**src/rtl/game_supervisor.sv**
```systemverilog
// game_supervisor: key debounce, game FSM, block countdown and LED driver in one block.
// Define GAME_SUPERVISOR_PAUSE_EN to let a key press in RUN toggle a pause.
module game_supervisor #(
  parameter int TICK_CYCLES     = 1000,
  parameter int BLOCK_W         = 4,
  parameter int BLOCK_INIT      = 10,
  parameter int NUM_LEDS        = 4,
  parameter int DEBOUNCE_CYCLES = 20,
  parameter int BLINK_CYCLES    = 250
) (
  input  logic                clk,
  input  logic                rst_n,
  input  logic                key_start,
  input  logic                collision_detected,
  output logic [1:0]          state,
  output logic [BLOCK_W-1:0]  block_remain,
  output logic                tick,
  output logic                game_clear,
  output logic                paused,
  output logic [NUM_LEDS-1:0] led_red,
  output logic [NUM_LEDS-1:0] led_green
);

  localparam logic [1:0] ST_IDLE  = 2'b00;
  localparam logic [1:0] ST_RUN   = 2'b01;
  localparam logic [1:0] ST_OVER  = 2'b10;
  localparam logic [1:0] ST_CLEAR = 2'b11;

  localparam int TCW = $clog2(TICK_CYCLES);
  localparam int DCW = (DEBOUNCE_CYCLES > 1) ? $clog2(DEBOUNCE_CYCLES) : 1;
  localparam int PCW = $clog2(2 * BLINK_CYCLES);

  localparam logic [TCW-1:0]     TICK_LAST  = TCW'(TICK_CYCLES - 1);
  localparam logic [DCW-1:0]     DEB_LAST   = DCW'(DEBOUNCE_CYCLES - 1);
  localparam logic [PCW-1:0]     PHASE_LAST = PCW'(2 * BLINK_CYCLES - 1);
  localparam logic [PCW-1:0]     PHASE_ON   = PCW'(BLINK_CYCLES);
  localparam logic [BLOCK_W-1:0] BLOCK_LOAD = BLOCK_W'(BLOCK_INIT);

  logic           key_s1, key_s2, key_db, key_db_q;
  logic [DCW-1:0] deb_cnt;
  logic           coll_s1, coll_s2;
  logic           press;
  logic [TCW-1:0] tick_cnt;
  logic           run_hold;

  always_ff @(posedge clk or negedge rst_n) begin
    if (!rst_n) begin
      key_s1   <= 1'b0;
      key_s2   <= 1'b0;
      key_db   <= 1'b0;
      key_db_q <= 1'b0;
      deb_cnt  <= '0;
      coll_s1  <= 1'b0;
      coll_s2  <= 1'b0;
    end else begin
      key_s1   <= key_start;
      key_s2   <= key_s1;
      key_db_q <= key_db;
      coll_s1  <= collision_detected;
      coll_s2  <= coll_s1;
      if (key_s2 == key_db) begin
        deb_cnt <= '0;
      end else if (deb_cnt == DEB_LAST) begin
        key_db  <= key_s2;
        deb_cnt <= '0;
      end else begin
        deb_cnt <= deb_cnt + DCW'(1);
      end
    end
  end

  assign press      = key_db & ~key_db_q;
  assign game_clear = (state == ST_CLEAR);

`ifdef GAME_SUPERVISOR_PAUSE_EN
  logic pause_q;
  // The pausing/resuming press edge itself does not advance the tick counter.
  assign run_hold = pause_q | press;
  assign paused   = pause_q;
`else
  assign run_hold = 1'b0;
  assign paused   = 1'b0;
`endif

  always_ff @(posedge clk or negedge rst_n) begin
    if (!rst_n) begin
      state        <= ST_IDLE;
      block_remain <= BLOCK_LOAD;
      tick_cnt     <= '0;
      tick         <= 1'b0;
`ifdef GAME_SUPERVISOR_PAUSE_EN
      pause_q      <= 1'b0;
`endif
    end else begin
      tick <= 1'b0;
      case (state)
        ST_IDLE: begin
          if (press) begin
            state        <= ST_RUN;
            block_remain <= BLOCK_LOAD;
            tick_cnt     <= '0;
          end
        end
        ST_RUN: begin
          // Collision wins over a same-cycle tick or press and freezes the count.
          if (coll_s2) begin
            state <= ST_OVER;
`ifdef GAME_SUPERVISOR_PAUSE_EN
            pause_q <= 1'b0;
`endif
          end else begin
`ifdef GAME_SUPERVISOR_PAUSE_EN
            if (press) pause_q <= ~pause_q;
`endif
            if (!run_hold) begin
              if (tick_cnt == TICK_LAST) begin
                tick_cnt     <= '0;
                tick         <= 1'b1;
                block_remain <= block_remain - BLOCK_W'(1);
                if (block_remain == BLOCK_W'(1)) state <= ST_CLEAR;
              end else begin
                tick_cnt <= tick_cnt + TCW'(1);
              end
            end
          end
        end
        default: begin
          if (press) begin
            state        <= ST_IDLE;
            block_remain <= BLOCK_LOAD;
          end
        end
      endcase
    end
  end

  logic [1:0]     prev_state;
  logic           prev_paused;
  logic [PCW-1:0] phase, phase_eff;
  logic           blink_on, red_on, green_on;

  // Blink phase restarts whenever the displayed condition changes.
  always_comb begin
    phase_eff = ((state != prev_state) || (paused != prev_paused)) ? '0 : phase;
    blink_on  = (phase_eff < PHASE_ON);
    red_on    = 1'b0;
    green_on  = 1'b0;
    case (state)
      ST_RUN:   green_on = paused ? blink_on : 1'b1;
      ST_OVER:  red_on   = blink_on;
      ST_CLEAR: begin
        red_on   = 1'b1;
        green_on = 1'b1;
      end
      default: begin
        red_on   = 1'b0;
        green_on = 1'b0;
      end
    endcase
  end

  always_ff @(posedge clk or negedge rst_n) begin
    if (!rst_n) begin
      prev_state  <= ST_IDLE;
      prev_paused <= 1'b0;
      phase       <= '0;
      led_red     <= '0;
      led_green   <= '0;
    end else begin
      prev_state  <= state;
      prev_paused <= paused;
      phase       <= (phase_eff == PHASE_LAST) ? '0 : phase_eff + PCW'(1);
      led_red     <= {NUM_LEDS{red_on}};
      led_green   <= {NUM_LEDS{green_on}};
    end
  end

endmodule
```
**config.mk**
```make
export PLATFORM = sky130hd
export DESIGN_NAME = game_supervisor
export DESIGN_NICKNAME = d
export VERILOG_FILES = /design/src/rtl/game_supervisor.sv
export SDC_FILE = /design/constraint.sdc
export NUM_CORES = 1
export LEC_CHECK = 0
export ABC_AREA = 0
export CORE_ASPECT_RATIO = 0.7
export CORE_MARGIN = 1.5
export CORE_UTILIZATION = 26
export DETAILED_ROUTE_END_ITERATION = 8
export GPL_TIMING_DRIVEN = 0
export PLACE_DENSITY = 0.44
export SLEW_MARGIN = 10
export SYNTH_ARGS = -nofsm -noshare
export SYNTH_HDL_FRONTEND = slang
export SYNTH_SLANG_ARGS = --single-unit
```
**constraint.sdc**
```tcl
create_clock -name clk -period 2.25 [get_ports clk]
set_clock_uncertainty 0.15 [all_clocks]
set_input_delay 0.3375 -clock clk [delete_from_list [all_inputs] [get_ports clk]]
set_output_delay 0.3375 -clock clk [all_outputs]
set_load 0.02 [all_outputs]
```
======== Word-level counts from Yosys, hierarchy flattened ========
Cells that the tools add are included.
storage, ports and cells
  register bits after elaboration ......... 41
  logic and storage cells ................. 68
  bits of input ports ..................... 4
  output and inout bits ................... 17
operators by class
  $lt $le $gt $ge ......................... 1
  equality and inequality tests ........... 14
  multiplexer cells ....................... 23
  bitwise operators ....................... 3
  reductions and logical operators ........ 8
  add/subtract/negate cells ............... 4
operators by type and width
  kind                   number
  $mux 10                3
  $pmux 10 s2            1
  $mux 9                 2
  $mux 4                 4
  $add 10x1->10 const B  1
  $eq 10x10->1 const B   1
  $mux 2                 5
  $mux 5                 2
  $add 9x1->9 const B    1
  $eq 9x9->1 const B     1
  $lt 9x8->1 const B     1
  $ne 2x2->1 const B     3
  $ne 3x3->1 const B     2
  $reduce_and 3->1       2
  $add 5x1->5 const B    1
  $eq 5x5->1 const B     1
  $eq 2x2->1 const B     2
  $eq 4x1->1 const B     1
  $mux 1                 4
  $pmux 2 s2             1
  $reduce_and 4->1       1
  $reduce_bool 2->1      2
  $sub 4x1->4 const B    1
  $eq 2x1->1 const B     1
  other kinds (8)        9

======== Depth between registers and ports, before layout ========
Gate-level depths: netlist of run 1.
  depth in word-level cells ............... 5
  gate-level depth with buffers ........... 8
  mapped depth without buffers ............ 7

======== Worst setup path after synthesis of run 1 ========
OpenSTA, ideal clock, no wires.
  path kind ............................... flip-flop to flip-flop
  start ................................... reg state[0]
  end ..................................... reg tick_cnt[8]
  period minus slack after synthesis ...... 1.984 ns
  arrival time ............................ 1.757 ns
  library setup time ...................... 0.077 ns
  required time ........................... 2.023 ns
  setup slack ............................. 0.266 ns
  path buffers ............................ 1
  cell stages (with the launch flop) ...... 6
  path through ............................ dfrtp_1 buf_6 nor4b_4 o211ai_1 or4b_1 a21oi_1
on the way
  word-level cells in the longest chain between the ends .. 3
  elaborated cells on any way between the ends .. 7
  those cells by class .................... eq/ne (3); mux (1); reduce/logical (3)
RTL lines
  what                                                              RTL line  RTL
  start, declared                                                   15        output logic [1:0] state,
  start signal, assigned                                            87        state <= ST_IDLE;
  start signal, assigned                                            99        state <= ST_RUN;
  start signal, assigned                                            107       state <= ST_OVER;
  $eq 2x1->1 / $logic_not 2->1 (equally long branches)              96        case (state)
  $ne 2x2->1 (no line) / $reduce_bool 2->1 (equally long branches)  -
  $reduce_and 3->1 (no line)                                        -
  end signal, assigned                                              122       tick_cnt <= tick_cnt + TCW'(1);
  end, declared                                                     43        logic [TCW-1:0] tick_cnt;
Parallel ways exist; a longest one is shown, timed or not.
A chain may end at the register's enable or synchronous reset.

======== Final worst setup path of run 1 ========
  start ................................... reg state[0]
  end ..................................... reg tick_cnt[5]
The elaborated chain is that of the path after synthesis.

==> results of run 1 <==
[state kept, by name, summed over array words and instances, names as in the netlist]
register      flops
block_remain      4
tick              1
key_s1            1
led_green         1
key_db_q          1
key_db            1
state             2
prev_state        2
phase             9
deb_cnt           5
tick_cnt         10
led_red           1
coll_s1           1
coll_s2           1
key_s2            1
[per-stage QoR]
stage          hold slack [ns]  total power (W)  TNS, ns
5_1_grt                  0.234          0.00161        0
2_1_floorplan           -0.108         0.000997        0
6_report                 0.207          0.00150        0
3_5_place_dp             0.189          0.00106        0
4_1_cts                  0.211          0.00153        0
3_3_place_gp             0.183          0.00106   -20.41
[timing repair]
| item | CTS | global route |
|---|---|---|
| gates resized for setup | 0 | 4 |
| hold endpoints to repair | 23 | 0 |
| setup endpoints to repair | 0 | 12 |
| hold buffers | 1 | 0 |
[cells by family after synthesis]
logic type / count (synthesis) / share of synthesized area (%)
AND/OR/NAND/NOR: 78 / 21.6
other: 1 / 0.187
multiplexers: 3 / 1.62
adder cells (fa/ha/maj): 5 / 3.12
flip-flops: 41 / 51.3
XOR/XNOR: 16 / 6.99
AO/OA/AOI/OAI: 29 / 9.61
buffers and inverters: 15 / 5.55
[area by class of cell]
cell class / count / area (um2)
sequential: 41 / 1030
clock buffer: 8 / 80.1
inverter: 4 / 15.0
tap: 98 / 123
timing repair buffer: 21 / 223
buffer: 11 / 96.3
fill: 755 / 4930
multi-input combinational: 132 / 888
[Yosys cell counts (2+ instances only)]
cell        n  area share (%)
inv_1       4            0.75
nor3_1      6             1.5
mux2_2      2             1.1
nand2b_1    3            0.94
nand4_1     2            0.62
ha_1        5             3.1
nand3_1     8             2.0
o2111ai_1   3             1.3
and3_1      6             1.9
nand2_1    10             1.9
buf_6       3             1.7
xor2_1      8             3.5
buf_4       7             2.6
dfrtp_1    39              49
dfstp_2     2             2.6
o21ai_0     8             2.0
xnor2_1     8             3.5
o31ai_1     3             1.1
nor2b_1     4             1.2
a21oi_1     6             1.5
nor2_1     25             4.7
[worst paths after layout]
path / start / slack (ns) / cells past startpoint / to
min in group asynchronous: rst_n / 0.45 / 2 / led_green[0]$_DFF_PN0_
worst max register to register: state[0]$_DFFE_PN0P_ / 0.16 / 5 / tick_cnt[5]$_DFFE_PN0P_
worst max-delay path: state[0]$_DFFE_PN0P_ / 0.16 / 5 / tick_cnt[5]$_DFFE_PN0P_
max in group asynchronous: rst_n / 0.92 / 3 / block_remain[1]$_DFFE_PN1P_
worst min-delay path: key_s1$_DFF_PN0_ / 0.21 / 0 / key_s2$_DFF_PN0_
worst min register to register: key_s1$_DFF_PN0_ / 0.21 / 0 / key_s2$_DFF_PN0_
[worst register-to-register path, stage by stage (launching register included)]
cell     delay (ns)
dfrtp_1        0.41
buf_6          0.16
nor4b_4        0.51
nor2_2         0.13
or4_1          0.52
a21oi_1        0.15
[power by group]
group          internal, W  switching [W]
Sequential        0.000798      0.0000626
Combinational    0.0000886      0.0000952
Clock             0.000221       0.000235
[layer usage]
metal | vias up | share of wire (%) | track usage [%]
met5 | - | 0 | 0
met4 | 0 | 0.48 | 1.97
met3 | 2 | 4.5 | 3.42
met2 | 28 | 42 | 14.0
met1 | 666 | 52 | 14.8
li1 | 698 | - | -
==> flow_metrics.py, run 1 <==
metrics = {
    "finish": {
        "drive_gt1_share_pct": 14.7,
        "finalNonFillerCells": 315,
        "num_antenna_cells": 0,
        "utilization_pct": 33.2,
        "areaGrowthSynthToFinish_pct": 22.3,
        "nNetsFinal": 225,
        "final_common_cell": "dfrtp_1",
        "final_cell_mix": "dfrtp_1 (39), nor2_1 (25), clkdlybuf4s50_1 (18)",
        "finalInstanceArea_um2": 2450,
    },
    "setup_path": {
        "cp_max_fo": 9,
        "cp-end-kind": "register",
        "cp.buffers_inverters": 1,
        "worstPathRequired_ns": 2.31,
        "startpoint_type": "register",
        "worstPathArrival_ns": 2.16,
        "cpPeakStageDelay_ns": 0.52,
        "path_cells": "buf_6, nor4b_4, nor2_2, or4_1, a21oi_1",
        "cp_slowest_cell": "or4_1",
        "critPathTopFamily": "simple AND/OR/NAND/NOR gates",
        "worstSetupPathType": "register to register",
    },
    "drt": {
        "viasPerCell": 4.43,
        "num_vias": 1394,
        "drc": 0,
        "wirelength_um": 3750,
        "ant_nets": 0,
        "post_drt_wl_per_cell_um": 11.9,
        "drt_iter0_markers": 43,
        "first_pass_iters": 4,
    },
    "synth": {
        "synth-seq-cells": 41,
        "ys_types": 47,
        "synth.cell_area_um2": 2010,
        "dominantRegCellSynth": "dfrtp_1",
        "yosysWarnings": 0,
        "synth_seq_area_share_pct": 51.3,
        "synth_nets": 197,
        "synth_edf_count": 0,
        "syn_avg_cell_area_um2": 10.7,
        "synthCells": 188,
        "synth-async-reset-ratio_pct": 100,
    },
    "global_route": {
        "grt_overflow": 0,
        "grt_pass1_wl_um": 6450,
        "grt_max_degree": 25,
        "grt_use_total_pct": 9.98,
        "grt_pass1_vias": 1309,
        "antenna_found_initial": 0,
    },
    "worst_hold_path": {
        "hold_class": "register to register",
    },
    "timing": {
        "final_hold_viol_count": 0,
        "min_period_ns": 2.09,
        "finalCritPeriodShare_pct": 93.1,
        "worst_slew_pin_slew_ns": 0.585,
        "setup_ws_ns": 0.156,
        "max-slew-margin-rel_pct": 61.0,
        "rsz0062_at_grt": "no",
        "setup_viol": 0,
        "max_freq_ghz": 0.477,
        "maxSlewViolCount": 0,
    },
    "die": {
        "placementRows": 26,
        "fp.dieH_um": 76.5,
        "initial_core_util_pct": 27.2,
        "core_area_um2": 7380,
        "num_io_pins": 21,
        "die_x_um": 108,
        "die_area_um2": 8260,
    },
    "clocking": {
        "clkSinkCount": 41,
        "clk_pin_slew_ns": 0.08,
        "insertion_delay_ns": 0.28,
        "clock_path_buffers": 2,
        "cts_tree": "done",
        "htree_num_levels": 2,
        "postCtsSetupRepairBufs": 0,
        "clock-root-buffer": "clkbuf_8",
        "cts_buffers": 5,
    },
    "status": {
        "run_status": "complete, no violations",
    },
    "place": {
        "pre_cts_ws_ns": 0.0520,
        "place.gp.congestion": 0.702,
        "place_area_um2": 2340,
        "place.detailed.hpwl_um": 2690,
        "port_buffers": 19,
        "dp.cells": 306,
    },
    "power": {
        "p_leak_nw": 1.04,
        "max-vdd-ir-drop_uv": 206,
        "power.density_nw_per_um2": 611,
    },
    "flow_run": {
        "cap_violations": 0,
    },
}
(Power assumes the default switching activity.)
==> inputs of run 2 (changes only) <==
--- a/config.mk
+++ b/config.mk
@@ -6,6 +6,7 @@
 export NUM_CORES = 1
 export LEC_CHECK = 0
 export ABC_AREA = 0
+export CAP_MARGIN = 20
 export CORE_ASPECT_RATIO = 0.7
 export CORE_MARGIN = 1.5
 export CORE_UTILIZATION = 26
==> results of run 2 <==
Same layout as run 1: the final DEF is identical, and so are final timing and power.
